`config.mk`:
```
export PLATFORM = sky130hd
export DESIGN_NAME = pipe_skid_reg
export DESIGN_NICKNAME = d
export VERILOG_FILES = /design/src/rtl/pipe_skid_reg_pkg.sv /design/src/rtl/pipe_skid_reg_skid_ctrl.sv /design/src/rtl/pipe_skid_reg.sv
export SDC_FILE = /design/constraint.sdc
export NUM_CORES = 1
export LEC_CHECK = 0
export CORE_MARGIN = 5
export CORE_UTILIZATION = 49
export CTS_BUF_LIST = sky130_fd_sc_hd__clkbuf_16
export CTS_CLUSTER_SIZE = 10
export DETAILED_ROUTE_END_ITERATION = 6
export GPL_ROUTABILITY_DRIVEN = 0
export GPL_TIMING_DRIVEN = 1
export MAX_ROUTING_LAYER = met4
export PLACE_DENSITY = 0.81
export SLEW_MARGIN = 0
export SYNTH_ARGS = -nofsm -noshare
export SYNTH_HDL_FRONTEND = slang
export SYNTH_SLANG_ARGS = --single-unit
```
`constraint.sdc`:
```
create_clock -name clk -period 1.8 [get_ports clk]
set_input_delay 0.27 -clock clk [delete_from_list [all_inputs] [get_ports clk]]
set_output_delay 0.27 -clock clk [all_outputs]
set_load 0.1 [all_outputs]
```
`src/rtl/pipe_skid_reg_pkg.sv`:
```
// rtl/pipe_skid_reg_pkg.sv - shared state encoding and decode helpers for the skid buffer
//
// Purpose:
//   State encoding for the 2-entry skid buffer FSM.
//   Decode helpers for the handshake flags that are derived from the state.
// Contents:
//   skid_state_e       ST_EMPTY=0, ST_ONE=1, ST_TWO=2 (2'd3 is illegal)
//   state_out_valid()  1 when the buffer holds at least one entry
//   state_in_ready()   1 when the buffer can take another entry
package pipe_skid_reg_pkg;

  typedef enum logic [1:0] {
    ST_EMPTY = 2'd0,
    ST_ONE   = 2'd1,
    ST_TWO   = 2'd2
  } skid_state_e;

  function automatic logic state_out_valid(input skid_state_e s);
    return (s != ST_EMPTY);
  endfunction

  function automatic logic state_in_ready(input skid_state_e s);
    return (s != ST_TWO);
  endfunction

endpackage

```
`src/rtl/pipe_skid_reg_skid_ctrl.sv`:
```
// rtl/pipe_skid_reg_skid_ctrl.sv - occupancy FSM and register-load strobes for the skid buffer
//
// Purpose:
//   Tracks how many entries (0, 1 or 2) the skid buffer holds and tells the
//   datapath which data register to load on each edge.
// Ports:
//   clk        in   clock, rising edge
//   arst_n     in   asynchronous reset, active-low
//   flush      in   synchronous flush, overrides every transfer
//   in_valid   in   producer offers an entry
//   out_ready  in   consumer takes the head entry
//   load_main  out  load main_q this edge (combinational strobe)
//   sel_skid   out  main_q source: 1 = skid_q, 0 = in_data
//   load_skid  out  load skid_q from in_data this edge
//   in_ready   out  registered, decoded from state
//   out_valid  out  registered, decoded from state
module skid_ctrl
  import pipe_skid_reg_pkg::*;
(
  input  logic clk,
  input  logic arst_n,
  input  logic flush,
  input  logic in_valid,
  input  logic out_ready,
  output logic load_main,
  output logic sel_skid,
  output logic load_skid,
  output logic in_ready,
  output logic out_valid
);

  skid_state_e state_q, state_d;
  logic        in_ready_q, out_valid_q;

  // In TWO, in_valid is ignored: in_ready is low, so no input transfer can occur.
  always_comb begin
    state_d   = state_q;
    load_main = 1'b0;
    sel_skid  = 1'b0;
    load_skid = 1'b0;
    if (flush) begin
      state_d = ST_EMPTY;
    end else begin
      case (state_q)
        ST_EMPTY: begin
          if (in_valid) begin
            state_d   = ST_ONE;
            load_main = 1'b1;
          end
        end
        ST_ONE: begin
          if (in_valid && out_ready) begin
            load_main = 1'b1;
          end else if (in_valid) begin
            state_d   = ST_TWO;
            load_skid = 1'b1;
          end else if (out_ready) begin
            state_d   = ST_EMPTY;
          end
        end
        ST_TWO: begin
          if (out_ready) begin
            state_d   = ST_ONE;
            load_main = 1'b1;
            sel_skid  = 1'b1;
          end
        end
        default: begin
          state_d = ST_EMPTY;
        end
      endcase
    end
  end

  // Flags are decoded from the next state and registered, so neither
  // in_ready nor out_valid has a combinational path from the inputs.
  always_ff @(posedge clk or negedge arst_n) begin
    if (!arst_n) begin
      state_q     <= ST_EMPTY;
      out_valid_q <= 1'b0;
      in_ready_q  <= 1'b1;
    end else begin
      state_q     <= state_d;
      out_valid_q <= state_out_valid(state_d);
      in_ready_q  <= state_in_ready(state_d);
    end
  end

  assign in_ready  = in_ready_q;
  assign out_valid = out_valid_q;

endmodule

```
`src/rtl/pipe_skid_reg.sv`:
```
// rtl/pipe_skid_reg.sv - elastic 2-entry skid pipeline register with valid/ready on both sides
//
// Purpose:
//   Decouples a producer stage from a consumer stage. Sustains one transfer per
//   cycle and absorbs one cycle of consumer back-pressure without loss. All
//   outputs are registered.
// Parameters:
//   DATA_W      payload width
//   PRESET_VAL  reset value of both data registers (seen on out_data after reset)
// Ports:
//   clk        in   clock, rising edge
//   arst_n     in   asynchronous reset, active-low
//   flush      in   discard all buffered entries at the next edge
//   in_valid   in   producer presents in_data
//   in_ready   out  buffer can accept this cycle
//   in_data    in   payload from producer
//   out_valid  out  out_data holds a valid entry
//   out_ready  in   consumer accepts out_data this cycle
//   out_data   out  payload to consumer, always main_q
module pipe_skid_reg
  import pipe_skid_reg_pkg::*;
#(
  parameter int unsigned        DATA_W     = 20,
  parameter logic [DATA_W-1:0]  PRESET_VAL = '0
) (
  input  logic              clk,
  input  logic              arst_n,
  input  logic              flush,
  input  logic              in_valid,
  output logic              in_ready,
  input  logic [DATA_W-1:0] in_data,
  output logic              out_valid,
  input  logic              out_ready,
  output logic [DATA_W-1:0] out_data
);

  logic              load_main, sel_skid, load_skid;
  logic [DATA_W-1:0] main_q, main_d;
  logic [DATA_W-1:0] skid_q, skid_d;

  skid_ctrl u_ctrl (
    .clk       (clk),
    .arst_n    (arst_n),
    .flush     (flush),
    .in_valid  (in_valid),
    .out_ready (out_ready),
    .load_main (load_main),
    .sel_skid  (sel_skid),
    .load_skid (load_skid),
    .in_ready  (in_ready),
    .out_valid (out_valid)
  );

  // main_q is the head; on a pop from TWO it takes the second entry from skid_q.
  always_comb begin
    main_d = main_q;
    skid_d = skid_q;
    if (load_main) begin
      main_d = sel_skid ? skid_q : in_data;
    end
    if (load_skid) begin
      skid_d = in_data;
    end
  end

  always_ff @(posedge clk or negedge arst_n) begin
    if (!arst_n) begin
      main_q <= PRESET_VAL;
      skid_q <= PRESET_VAL;
    end else begin
      main_q <= main_d;
      skid_q <= skid_d;
    end
  end

  assign out_data = main_q;

endmodule

```
==> impl_metrics.yaml <==
setup_path:
  worst-path-buf-inv: 2
  crit_type: "in2reg"
  crit_top_cell: "mux2_2"
  crit_chain: "clkdlybuf4s50_1, and4bb_2, buf_4, mux2_2, mux2_2"
  cp_slowest_cell: "clkdlybuf4s50_1"
  crit_fanout: 9
  cp-end-kind: "flop"
  arrival_ps: 1900
  required_ps: 1960
  cpPeakStageDelay_ps: 550
  cp_top_family: "buffers and inverters"
  reg2reg_to: "out_data[7]$_DFFE_PN0P_"
  reg2reg_setup_slack_ps: 170
  crit_path_start: "out_ready"
  r2r_cells: 4
  startpoint_type: "primary input"
  reg2reg_from: "u_ctrl.state_q[1]$_DFF_PN0_"
logic_synthesis:
  ys_types: 21
  yosys-top-cells-area: "dfrtp_1, mux2_2, buf_2, dfstp_2, nand2b_1"
  syn_nets: 154
  synth.area.mux_share_pct: 35.40
  synth_compound_area_share_pct: 2.261
  ys_seq_elements: 44
  yosysWarnings: 0
  yosysTopAreaCell: "dfrtp_1"
  synth_area_mm2: 0.001937
  synth.top_cell.area_share_pct: 55.56
  synthXorXnorAreaFrac_pct: 0
  synthCells: 129
  synth_top_family_by_area: "multiplexers"
  seq_area_frac_synth_pct: 56.91
  synthAdderAreaFrac_pct: 0
  avgSynthCellArea_um2: 15.01
  yosys.area_share.simple_pct: 3.682
routing:
  via_per_inst: 5.394
  wire_per_inst_um: 16.56
  vias: 1273
  wirelength_um: 3907
  dr.first_iter.drc_count: 69
  drcViolationCount: 0
  drtPass1Iterations: 2
  final_antenna_net_count: 0
power_and_ir_drop:
  leakage_nw: 1.148
  ir_drop_mv: 0.8549
  powerDensity_mw_per_mm2: 1352
timing:
  setup_viol: 0
  worst_slew_pin_slew_ps: 715.3
  finClkSkew_ps: 5.622
  setup_ws_ps: 57.91
  maxSlewViolCount: 0
  slew_headroom_pct: 52.32
  min_period_ps: 1742
  rsz0062_at_grt: "false"
  hold_viol_final: 0
  max_freq_mhz: 574.0
  fin_crit_sh_pct: 96.78
clock_tree:
  clk_latency_ps: 280
  clkTransAtPathRegs_ps: 60
  ctsHoldBuffers: 0
  cts_buffers: 5
  postCtsSetupRepairBufs: 0
  htree_num_levels: 2
  cts_tree: "done"
  cts_resized: 0
  cts_buffer_depth: 2
  cts_root_buf: "clkbuf_16"
  cts_sinks: 44
placement:
  io_buffer_count: 46
  hpwl_um: 2898
  dp_cells: 228
  place_ws_ps: -234.7
global_routing:
  grt_max_degree: 34
  track_usage_pct: 16.63
  grt_pass1_wl_um: 6561
  antenna_found_initial: 0
  grt_overflow_total: 0
  grt_pass1_vias: 1381
floorplan:
  io_pins: 47
  die_w_um: 72.87
  initial_core_util_pct: 51.74
  dieArea_mm2: 0.005310
  die_h_um: 72.87
  core-area_mm2: 0.003744
  rows: 22
layout:
  n_antenna_cell: 0
  area_growth_pct: 37.98
  layout-drive-gt1-share_pct: 56.38
  final_cells: 236
  nets: 212
  fillers: 263
worst_hold_path:
  hold_path_class: "in2async"
status:
  run_status: "completed"
job:
  cap_viol_max_count: 0
## synthesized netlist by cell type
master,n
o21ba_2,1
inv_1,1
nor2_1,1
and4bb_2,1
nor3_1,1
nor4_1,1
o21bai_1,1
buf_2,6
a21oi_1,2
dfstp_2,1
nand2b_1,3
o32ai_1,1
nand2_1,1
dfrtp_1,43
mux2_1,1
mux2_2,59
nor2b_1,1
or3b_2,1
mux2i_1,1
or3_1,1
o21a_1,1
## logic make-up (layout without fill, tap and decap cells)
family	Yosys count	after routing
buf+inv	7	66
compound gates	6	6
mux	61	61
flops	44	44
simple gates	11	11
## final cells by class
class / count / area [µm²] / area share [%]
well taps: 48 / 60.06 / 2.247
clock buffers: 5 / 125.1 / 4.682
inverters: 1 / 3.754 / 0.1404
repair buffers: 57 / 508.0 / 19.01
clock inverters: 3 / 38.79 / 1.451
multi-input cells: 78 / 834.6 / 31.23
flip-flops and latches: 44 / 1102 / 41.25
## sequential cells by signal, indices dropped and copies added (netlist names)
name and flops:
skid_q 20, u_ctrl.in_ready 1, u_ctrl.state_q 2, u_ctrl.out_valid 1
out_data 20
## through the flow
| stage | hold slack [ps] | util, % | cell area, µm² | TNS, ps | power (mW) |
|---|---|---|---|---|---|
| after CTS | 60.67 | 71.16 | 2664 | 0 | 3.648 |
| final | 45.19 | 71.39 | 2673 | 0 | 3.615 |
| after detailed placement | 355.6 | 66.78 | 2500 | -7965 | 2.649 |
| after global placement | 357.8 | 66.78 | 2500 | -4834 | 2.609 |
| after global routing | 101.2 | 71.39 | 2673 | 0 | 3.762 |
| after floorplan | -25.59 | - | 1937 | 0 | 2.291 |
## where the power goes
group / internal [mW] / leakage [nW] / total (mW) / switching [mW]
sequential: 1.22 / 0.529 / 1.33 / 0.116
clock: 0.646 / 0.0850 / 0.989 / 0.343
combinational: 0.393 / 0.535 / 1.29 / 0.899
## placed cells by master (no fill, tap or decap), types with 2 or more instances in the layout
master / netlist / routed
inv_1: 1 / 2
buf_4: 0 / 31
clkbuf_16: 0 / 5
dfrtp_1: 43 / 43
clkdlybuf4s50_1: 0 / 23
nand2b_1: 3 / 3
buf_12: 0 / 2
mux2_2: 59 / 59
a21oi_1: 2 / 2
## worst max path at each step
| stage | to | slack [ps] | depth (start not counted) |
|---|---|---|---|
| after floorplan | out_data[0]$_DFFE_PN0P_ | 200 | 4 |
| after global placement | out_data[12]$_DFFE_PN0P_ | -170 | 5 |
| after detailed placement | out_data[12]$_DFFE_PN0P_ | -230 | 5 |
| after CTS | out_data[12]$_DFFE_PN0P_ | 70 | 5 |
| after global routing | skid_q[16]$_DFFE_PN0P_ | 1 | 5 |
| final | out_data[7]$_DFFE_PN0P_ | 60 | 5 |
## routing by layer
layer | track usage [%] | vias up | part of all wire, %
met3 | 4.959 | 6 | 7.2
li1 | - | 586 | -
met2 | 27.05 | 42 | 49
met1 | 20.07 | 639 | 42
met5 | - | - | 0
met4 | 4.713 | 0 | 1.7
Power figures use the tool's default switching activity.
